--- src/rtl/ahb_pkg.sv ---
// Shared AHB-Lite codes and the responder FSM state encoding.
// Latency: none (types and constants only).
// Backpressure: not applicable.
package ahb_pkg;

  // HTRANS transfer types
  typedef enum logic [1:0] {
    HTRANS_IDLE   = 2'b00,
    HTRANS_BUSY   = 2'b01,
    HTRANS_NONSEQ = 2'b10,
    HTRANS_SEQ    = 2'b11
  } htrans_e;

  // HRESP response codes
  typedef enum logic [1:0] {
    HRESP_OKAY  = 2'b00,
    HRESP_ERROR = 2'b01
  } hresp_e;

  // HSIZE codes this responder understands; anything above WORD is illegal
  typedef enum logic [2:0] {
    HSIZE_BYTE = 3'd0,
    HSIZE_HALF = 3'd1,
    HSIZE_WORD = 3'd2
  } hsize_e;

  // Responder FSM states
  typedef enum logic [1:0] {
    ST_IDLE = 2'd0,
    ST_REQ  = 2'd1,
    ST_ERR1 = 2'd2,
    ST_ERR2 = 2'd3
  } state_e;

endpackage

--- src/rtl/ahb_xfer_check.sv ---
// Decodes one AHB address phase into little-endian byte enables and an illegal flag.
// Latency: purely combinational, zero cycles.
// Backpressure: none; the caller decides when the result is sampled.
module ahb_xfer_check
  import ahb_pkg::*;
(
  input  logic [31:0] haddr,
  input  logic [2:0]  hsize,
  input  logic [31:0] mem_bytes,
  output logic [3:0]  mem_be,
  output logic        illegal
);

  // Size/alignment decode plus window range check
  always_comb begin
    mem_be  = 4'b0000;
    illegal = 1'b0;
    case (hsize)
      HSIZE_BYTE: mem_be = 4'b0001 << haddr[1:0];
      HSIZE_HALF: begin
        mem_be  = 4'b0011 << haddr[1:0];
        illegal = haddr[0];
      end
      HSIZE_WORD: begin
        mem_be  = 4'b1111;
        illegal = |haddr[1:0];
      end
      default: illegal = 1'b1;
    endcase
    if (haddr >= mem_bytes) begin
      illegal = 1'b1;
    end
  end

endmodule

--- src/rtl/ahb_lite_sdram_slave.sv ---
// AHB-Lite responder that forwards each legal beat as one req/ack request to the SDRAM scheduler.
// Latency: request issued the cycle after the address phase; bus released the cycle after mem_ack.
// Backpressure: HREADYOUT held low while the request is outstanding and during the first ERROR cycle.
module ahb_lite_sdram_slave
  import ahb_pkg::*;
#(
  parameter logic [31:0] MEM_BYTES = 32'h0200_0000
) (
  input  logic        HCLK,
  input  logic        HRESET,
  input  logic        HSEL,
  input  logic [1:0]  HTRANS,
  input  logic [31:0] HADDR,
  input  logic        HWRITE,
  input  logic [2:0]  HSIZE,
  input  logic [2:0]  HBURST,
  input  logic [31:0] HWDATA,
  input  logic        HREADY,
  output logic        HREADYOUT,
  output logic [31:0] HRDATA,
  output logic [1:0]  HRESP,
  output logic        mem_req,
  output logic        mem_we,
  output logic [31:0] mem_addr,
  output logic [3:0]  mem_be,
  output logic [31:0] mem_wdata,
  input  logic        mem_ack,
  input  logic [31:0] mem_rdata,
  input  logic        mem_err
);

  state_e      state_q, state_d;
  logic [31:0] addr_q, addr_d;
  logic        we_q, we_d;
  logic [3:0]  be_q, be_d;
  logic [31:0] hrdata_q, hrdata_d;

  logic [3:0]  chk_be;
  logic        chk_illegal;
  logic        xfer_vld;

  // Bursts are handled beat by beat and HTRANS[0] only separates IDLE from BUSY,
  // both of which get the same zero-wait OKAY.
  logic unused_inputs;
  assign unused_inputs = ^{HBURST, HTRANS[0]};

  assign xfer_vld = HSEL & HTRANS[1] & HREADY;

  ahb_xfer_check u_xfer_check (
    .haddr     (HADDR),
    .hsize     (HSIZE),
    .mem_bytes (MEM_BYTES),
    .mem_be    (chk_be),
    .illegal   (chk_illegal)
  );

  // Next-state, captured address-phase fields and bus/backend outputs
  always_comb begin
    state_d   = state_q;
    addr_d    = addr_q;
    we_d      = we_q;
    be_d      = be_q;
    hrdata_d  = hrdata_q;
    HREADYOUT = 1'b1;
    HRESP     = HRESP_OKAY;
    mem_req   = 1'b0;
    case (state_q)
      ST_IDLE, ST_ERR2: begin
        if (state_q == ST_ERR2) begin
          HRESP = HRESP_ERROR;
        end
        state_d = ST_IDLE;
        if (xfer_vld) begin
          addr_d  = {HADDR[31:2], 2'b00};
          we_d    = HWRITE;
          be_d    = chk_be;
          state_d = chk_illegal ? ST_ERR1 : ST_REQ;
        end
      end
      ST_REQ: begin
        HREADYOUT = 1'b0;
        mem_req   = 1'b1;
        if (mem_ack) begin
          state_d = mem_err ? ST_ERR1 : ST_IDLE;
          if (!we_q) begin
            hrdata_d = mem_rdata;
          end
        end
      end
      ST_ERR1: begin
        HREADYOUT = 1'b0;
        HRESP     = HRESP_ERROR;
        state_d   = ST_ERR2;
      end
      default: state_d = ST_IDLE;
    endcase
  end

  // State and capture registers; reset also withdraws any outstanding request
  always_ff @(posedge HCLK or posedge HRESET) begin
    if (HRESET) begin
      state_q  <= ST_IDLE;
      addr_q   <= 32'h0;
      we_q     <= 1'b0;
      be_q     <= 4'h0;
      hrdata_q <= 32'h0;
    end else begin
      state_q  <= state_d;
      addr_q   <= addr_d;
      we_q     <= we_d;
      be_q     <= be_d;
      hrdata_q <= hrdata_d;
    end
  end

  assign mem_we    = we_q;
  assign mem_addr  = addr_q;
  assign mem_be    = be_q;
  assign mem_wdata = HWDATA;
  assign HRDATA    = hrdata_q;

endmodule

--- config.mk ---
export PLATFORM = sky130hd
export DESIGN_NAME = ahb_lite_sdram_slave
export DESIGN_NICKNAME = d
export VERILOG_FILES = /design/src/rtl/ahb_pkg.sv /design/src/rtl/ahb_xfer_check.sv /design/src/rtl/ahb_lite_sdram_slave.sv
export SDC_FILE = /design/constraint.sdc
export NUM_CORES = 1
export LEC_CHECK = 0
export BUFFER_PORTS_ARGS = -buffer_cell sky130_fd_sc_hd__buf_2
export CORE_ASPECT_RATIO = 2
export CORE_UTILIZATION = 35
export DETAILED_ROUTE_END_ITERATION = 8
export HOLD_SLACK_MARGIN = 0.1
export PLACE_DENSITY = 0.81
export SYNTH_ARGS = -nofsm -noshare
export SYNTH_HDL_FRONTEND = slang
export SYNTH_SLANG_ARGS = --single-unit
--- constraint.sdc ---
create_clock -name HCLK -period 2.9 [get_ports HCLK]
set_clock_uncertainty 0.1 [all_clocks]
set_input_delay 0.435 -clock HCLK [delete_from_list [all_inputs] [get_ports HCLK]]
set_output_delay 0.435 -clock HCLK [all_outputs]
set_load 0.02 [all_outputs]
# Word level (Yosys, flattened, before mapping)
# Cells that the tools add are included.
[classes]
order_cmp = 1
eq_ne = 6
shifts = 2
muxes = 12
bitwise_logic = 3
n_reduce_logical = 7
[ops]
columns = ["op", "count"]
rows = [
  ["$ge 32x26->1 const B", 1],
  ["$pmux 4 s3", 1],
  ["$mux 2", 4],
  ["$pmux 2 s3", 1],
  ["$reduce_or 2->1", 3],
  ["$eq 2x2->1 const B", 2],
  ["$mux 1", 4],
  ["$shl 1x2->4 const A", 1],
  ["$shl 2x2->4 const A", 1],
  ["$eq 3x1->1 const B", 1],
  ["$eq 3x2->1 const B", 1],
  ["$logic_not 3->1", 1],
  ["$pmux 1 s3", 1],
  ["$reduce_and 3->1", 1],
  ["$and 1x1->1", 2],
  ["$eq 2x1->1 const B", 1],
  ["$logic_not 2->1", 1],
  ["$ne 2x2->1 const B", 1],
  ["$pmux 1 s2", 1],
  ["$reduce_and 2->1", 1],
  ["$not 1->1", 1],
]
[word_totals]
regBits = 69
input_bits = 111
out_inout_bits = 105
wordCells = 36

# Depth between registers and ports, before layout
# Gate-level depths: netlist of run 1.
[depth]
ltp_word = 6
depth_mapped = 7
mapped_depth_nobuf = 6

# Hierarchy
# A second synthesis of run 1 with hierarchy kept.
[hier_totals]
cells_unflattened = 329
area_unflattened_um2 = 4017.6
[by_module_without_submodules]
columns = ["module", "instances", "cells_per_inst", "area_per_inst_um2"]
rows = [
  ["ahb_lite_sdram_slave", 1, 200, 3109.2],
  ["ahb_xfer_check", 1, 129, 908.4],
]

# Worst setup path after synthesis of run 1
# Ideal clock, no wire load.
[synth_timing]
path_kind = "reg-to-reg"
from = "register state_q[0]"
to = "register addr_q[2], in the netlist mem_addr[2]"
setup_ns = 0.128
arrival_ns = 1.504
setup_slack_ns = 1.169
path_stages_with_launch = 7
path_buffers = 1
path_cell_list = "dfrtp_1 inv_1 ha_1 inv_2 nand4_1 buf_2 mux2_1"
[synth_between]
elab_chain_cells = 3
[synth_lines]
columns = ["item", "line_no", "source"]
rows = [
  ["start: declaration", "ahb_lite_sdram_slave.sv:32", "state_e state_q, state_d;"],
  ["start signal: assignment", "ahb_lite_sdram_slave.sv:108", "state_q <= state_d;"],
  ["$eq 2x2->1 / $logic_not 2->1 (equally long branches)", "ahb_lite_sdram_slave.sv:67", "case (state_q)"],
  ["$reduce_or 2->1 *", "ahb_lite_sdram_slave.sv:67", ""],
  ["$reduce_and 2->1 (no source line) *", "-", ""],
  ["end signal: assignment", "ahb_lite_sdram_slave.sv:109", "addr_q <= addr_d;"],
  ["end: declaration", "ahb_lite_sdram_slave.sv:33", "logic [31:0] addr_q, addr_d;"],
]
# Mark *: on every way between the ends. The rest lies on a longest branch, timed or not.
# A chain may end at the register's enable or synchronous reset.

# Worst setup path in the final report of run 1
[layout_timing]
from = "register state_q[0]"
to = "register addr_q[21], in the netlist mem_addr[21]"
# The elaborated chain is that of the path after synthesis.

==> results.py, run 1 <==
metrics = {
    "run_status": {
        "outcome": "finished clean",
    },
    "routing": {
        "wire_per_inst_um": 14.8,
        "drt_first_pass_iters": 4,
        "drt-total-wl_mm": 6.57,
        "dr_total_vias": 2091,
        "drt_drc_violations_left": 0,
        "via_density": 4.70,
        "antenna_left": 0,
        "drt_iter0_markers": 97,
    },
    "logic_synthesis": {
        "syn-cell-area_sq_um": 3020,
        "ys_seq_elements": 69,
        "synth_top_cell_area_share_pct": 57.1,
        "yosysMostFrequentCell": "dfrtp_1",
        "netlist_instances": 222,
        "synth.yosys.seq_area_share_pct": 57.1,
        "yosysTopAreaCell": "dfrtp_1",
        "post_synth_and_or_nand_nor_area_fraction_pct": 3.93,
        "yosysWarningCount": 0,
        "cell_types_occupying_the_most_area_after_synthesis": "dfrtp_1 (57%), mux2_2 (22%), buf_4 (8.7%)",
        "synth.avg_cell_area_sq_um": 13.6,
        "synth_enable_flop_cells": 0,
        "combinational_family_with_the_most_area_after_synthesis": "multiplexers",
        "synthXorXnorAreaFrac_pct": 0,
        "async_flop_share_pct": 100,
        "synth.area.mux_share_pct": 23.8,
        "yosys-top-cells-count": "dfrtp_1 (69), mux2_2 (60), buf_4 (35)",
        "synthFlopType": "dfrtp_1",
        "adder_cell_fraction_of_synth_area_pct": 1.66,
        "synth_compound_area_share_pct": 2.86,
        "synth_cell_types": 27,
    },
    "min_path": {
        "holdCritStartpoint": "HADDR[2]",
        "holdPathEnd": "mem_addr[2]",
        "min-delay-path-class": "primary input to register",
        "hold_path_depth": 2,
    },
    "floorplan": {
        "die-width_um": 67.7,
        "fp-row-count": 47,
        "die-area_sq_um": 9030,
        "io_pins": 216,
        "design.core.area_sq_um": 8350,
        "initial_cell_density_of_the_core_pct": 36.2,
        "chipHeight_um": 133,
    },
    "cts": {
        "clk_latency_ps": 310,
        "cts_setup_buffers": 0,
        "clk_transition_reported_paths_ps": 60,
        "clkSinkCount": 69,
        "cts-root-to-sink-buffers": 2,
        "cts_tree": "yes",
        "numCtsBuffers": 9,
        "cts-root-buf": "clkbuf_16",
        "htree_num_levels": 3,
    },
    "finish": {
        "final_nets": 457,
        "synthToLayoutAreaGrowth_pct": 30.3,
        "filler_cell_count": 781,
        "final_util_pct": 47.1,
        "layout_cells_sized_above_1_pct": 66.0,
        "antennaDiodeCount": 0,
    },
    "worst_setup_path": {
        "crit-reg2reg-launch": "state_q[0]",
        "critical_r2r_capture": "mem_addr[21]",
        "worst-endpoint-required_ps": 3000,
        "count_of_cells_along_the_worst_register_to_register_path": 6,
        "data_arrival_time_of_the_critical_path_ps": 2080,
        "crit_path_start": "state_q[0]",
        "reg2reg_setup_slack_ps": 930,
        "setup.worst_path.end_class": "register",
        "worstSetupStartpointType": "register",
        "critPathKind": "register to register",
        "cp_max_fo": 41,
    },
    "place": {
        "hpwl_mm": 5.12,
        "gpl.final_weighted_congestion": 0.796,
        "port-buffer-count": 144,
    },
    "global_routing": {
        "number_of_antenna_violations_at_the_first_check_in_global_routing": 0,
        "grt_max_degree": 42,
        "grt_first_pass_wirelength_mm": 10.1,
        "grt_use_total_pct": 15.6,
        "globalRouteOverflowTotal": 0,
        "via_count_of_the_first_global_routing_pass": 2198,
    },
    "timing": {
        "setup_tns_ps": 0,
        "timing.final.hold_violations": 0,
        "final.period_utilization_pct": 68.0,
        "min_period_ps": 1970,
        "timing_max_transition_violations_final": 0,
        "final_number_of_setup_violating_endpoints": 0,
        "max_clk_rate_mhz": 507,
        "unrepaired_setup_endpoints_after_global_routing": "false",
    },
    "run": {
        "max_cap_violations": 0,
    },
    "power": {
        "vdd_drop_max_v": 0.000497,
        "cellPowerDensity_nw_per_um2": 1090,
        "cellLeakagePower_nw": 2.09,
    },
}
==> cells in the final DEF (no fill, tap or decap), drive strengths merged, types with 4 or more instances in the layout <==
cell,synthesis,layout
buf,42,148
clkbuf,0,9
dfrtp,69,69
ha,4,4
inv,5,7
mux2,63,63
nand2,7,7
nor2,5,5
o21ai,4,4
o31ai,4,4
==> area by class of cell <==
type / count / area [sq um] / area share [%]
inverter: 5 / 18.8 / 0.477
timing repair buffer: 149 / 761 / 19.3
sequential: 69 / 1730 / 43.9
clock buffer: 9 / 225 / 5.72
tap: 98 / 123 / 3.12
clock inverter: 7 / 96.3 / 2.45
multi-input combinational: 108 / 986 / 25.0
==> cells by family after synthesis <==
family,after synthesis
buffers and inverters,47
other,1
AO/OA/AOI/OAI,14
multiplexers,64
flip-flops,69
AND/OR/NAND/NOR,23
adder cells (fa/ha/maj),4
==> metrics by stage <==
stage / instance area, sq um / hold WS [ps] / total power, mW / setup slack, ps / std cells
3_5_place_dp: 3600 / 320 / 3.17 / 922 / 428
3_3_place_gp: 3600 / 316 / 3.11 / 993 / 428
4_1_cts: 3940 / 204 / 4.36 / 909 / 445
2_1_floorplan: 3030 / 432 / 2.65 / 625 / 224
5_1_grt: 3940 / 209 / 4.55 / 801 / 445
6_report: 3940 / 218 / 4.31 / 928 / 445
==> sequential cells by signal, indices dropped and copies added, names as in the netlist <==
register	cells
HRDATA	32
mem_addr	30
mem_be	4
mem_we	1
state_q	2
==> power by group <==
group	internal [mW]	switching (mW)	leakage (nW)
Sequential	1.36	0.187	0.867
Combinational	0.658	0.927	1.06
Clock	0.757	0.415	0.160
Total	2.78	1.53	2.09
==> worst max path at each step <==
stage                              end  cells after the start  slack [ps]
after floorplan              HRDATA[0]                      1         630
after global placement    mem_addr[17]                      6         990
after detailed placement  mem_addr[29]                      6         920
after CTS                 mem_addr[26]                      6         910
after global routing      mem_addr[21]                      6         800
final                     mem_addr[21]                      6         930
==> timing repair <==
item                                   in CTS  in global routing
resized for setup                           0                  0
endpoints found under the hold margin      14                  0
hold buffers                                1                  0
==> metal layers <==
layer	GRT usage, %	share of wire [%]	wire length (um)	up-vias
met5	0	0	0	-
met1	13.5	31	2060	979
met4	16.4	8.2	537	0
met3	3.77	5.7	374	55
li1	-	-	-	964
met2	26.2	55	3600	93
==> worst max-delay path, stage by stage (launching register included) <==
cell and delay (ps):
dfrtp_1 390, inv_1 80, ha_1 330, inv_2 50
nand4_1 80, buf_4 420, mux2_2 390
Note: power is estimated with default switching activity, not from simulation.
==> run 2, diff against run 1 <==
==> constraint.sdc (replaced) <==
create_clock -name HCLK -period 1.95 [get_ports HCLK]
set_clock_uncertainty 0.1 [all_clocks]
set_input_delay 0.2925 -clock HCLK [delete_from_list [all_inputs] [get_ports HCLK]]
set_output_delay 0.2925 -clock HCLK [all_outputs]
set_load 0.02 [all_outputs]
==> results.py, run 2 (synthesis results as in run 1) <==
metrics = {
    "run_status": {
        "outcome": "finished clean",
    },
    "routing": {
        "dr_total_vias": 2320,
        "drt-total-wl_mm": 7.69,
        "drt_iter0_markers": 91,
        "via_density": 4.69,
        "antenna_left": 0,
        "drt_first_pass_iters": 4,
        "wire_per_inst_um": 15.5,
        "drt_drc_violations_left": 0,
    },
    "cts": {
        "cts_setup_buffers": 0,
        "clk_transition_reported_paths_ps": 60,
        "clk_latency_ps": 320,
        "clkSinkCount": 69,
        "numCtsBuffers": 9,
        "htree_num_levels": 3,
        "cts_tree": "yes",
        "cts-root-buf": "clkbuf_16",
        "cts-root-to-sink-buffers": 2,
    },
    "power": {
        "seqPwrFrac_pct": 35.3,
        "netSwitchingFraction_pct": 35.2,
        "power_frac_clock_pct": 27.1,
        "vdd_drop_max_v": 0.000771,
        "switching_power_mw": 2.32,
        "cellInternalPower_mw": 4.28,
        "cellLeakagePower_nw": 2.31,
        "cellPowerDensity_nw_per_um2": 1470,
        "sum_of_internal_switching_and_leakage_power_mw": 6.60,
        "power_frac_comb_pct": 37.6,
    },
    "worst_setup_path": {
        "data_arrival_time_of_the_critical_path_ps": 1950,
        "critPathSlowestCell": "dfrtp_1",
        "crit_chain": "inv_1 -> ha_1 -> inv_2 -> nand4_1 -> buf_12 -> mux2_2",
        "critPathKind": "register to register",
        "cp_top_family": "flip-flops",
        "worstSetupStartpointType": "register",
        "setup.worst_path.end_class": "register",
        "cpPeakStageDelay_ps": 400,
        "bufs_and_invs_on_worst_path": 3,
        "worst-endpoint-required_ps": 2060,
        "cp_max_fo": 41,
    },
    "finish": {
        "final_nets": 507,
        "antennaDiodeCount": 0,
        "synthToLayoutAreaGrowth_pct": 48.7,
        "layout.cells.most_common_list": "buf_2 (144), dfrtp_1 (69), mux2_2 (60)",
        "final_cell_count_no_fill": 495,
        "number_of_flip_flops_under_the_largest_register_name": 32,
        "layout_cells_sized_above_1_pct": 57.4,
        "most_common_cell_after_layout_fill_and_taps_aside": "buf_2",
    },
    "floorplan": {
        "fp-row-count": 47,
        "die-area_sq_um": 9030,
        "chipHeight_um": 133,
        "design.core.area_sq_um": 8350,
        "die-width_um": 67.7,
        "initial_cell_density_of_the_core_pct": 36.2,
        "io_pins": 216,
    },
    "timing": {
        "max_clk_rate_mhz": 541,
        "timing.max_slew.rel_slack_pct": 66.1,
        "min_period_ps": 1850,
        "timing_max_transition_violations_final": 0,
        "timing.final.hold_violations": 0,
        "final.period_utilization_pct": 94.8,
        "max_slew.worst_pin.slew_ps": 507,
        "setup_tns_ps": 0,
        "final_number_of_setup_violating_endpoints": 0,
        "unrepaired_setup_endpoints_after_global_routing": "false",
    },
    "global_routing": {
        "via_count_of_the_first_global_routing_pass": 2603,
        "grt_first_pass_wirelength_mm": 11.9,
        "grt_use_total_pct": 18.2,
        "number_of_antenna_violations_at_the_first_check_in_global_routing": 0,
        "grt_max_degree": 49,
        "globalRouteOverflowTotal": 0,
    },
    "min_path": {
        "min-delay-path-class": "primary input to register",
    },
    "place": {
        "gpl.final_weighted_congestion": 0.777,
        "place_inst": 427,
        "port-buffer-count": 144,
    },
    "run": {
        "max_cap_violations": 0,
    },
}
==> run 2: cell count changes in the layout (fill, tap and decap cells not counted), sizes merged <==
cell         delta
clkinvlp        +2
inv             -2
buf             -1
clkinv          -2
clkbuf          +2
dlygate4sd3    +51
==> run 2: layout make-up <==
type	instances	area [sq um]
Fill cell	703	3860
Timing Repair Buffer	199	1300
Clock buffer	11	253
Clock inverter	5	81.3
Multi-Input combinational cell	108	986
Tap cell	98	123
Sequential cell	69	1730
Inverter	5	22.5
==> run 2: repair_timing <==
action	in CTS	in global routing
gates resized for setup	0	0
hold buffers	52	0
hold endpoints to repair	72	0
==> run 2: stage by stage <==
| stage | hold WS [ps] | area, sq um | setup WS [ps] | utilization [%] |
|---|---|---|---|---|
| after floorplan | 289 | 3030 | 219 | - |
| after global placement | 233 | 3640 | 202 | 43.6 |
| after detailed placement | 255 | 3640 | 115 | 43.6 |
| after CTS | 100 | 4490 | 95.0 | 53.8 |
| after global routing | 103 | 4490 | 11.9 | 53.8 |
| final | 106 | 4490 | 102 | 53.8 |
==> run 2: final timing paths <==
| kind | startpoint | end | slack [ps] | depth (start not counted) |
|---|---|---|---|---|
| worst max-delay path | state_q[0] | mem_addr[18] | 100 | 6 |
| worst max register to register | state_q[0] | mem_addr[18] | 100 | 6 |
| worst min-delay path | mem_rdata[16] | HRDATA[16] | 110 | 2 |
| worst min register to register | mem_be[0] | mem_be[0] | 380 | 2 |
| min in group asynchronous | HRESET | HRDATA[1] | 480 | 3 |
| max in group asynchronous | HRESET | state_q[0] | 660 | 4 |
==> run 2: power by group through the flow <==
stage               Sequential, mW  Combinational (mW)  Clock (mW)
detailed placement            2.34                2.40           0
floorplan                     3.05               0.884           0
global route                  2.40                2.64        1.90
global placement              2.30                2.34           0
CTS                           2.32                2.49        1.84
finish                        2.33                2.48        1.79
==> run 2: metal layers <==
layer,global-route usage [%],up-vias,share of wire [%]
met5,0,-,0
met1,14.4,1100,30
met4,14.9,0,6.5
met3,5.48,49,6.5
met2,33.4,114,57
li1,-,1057,-
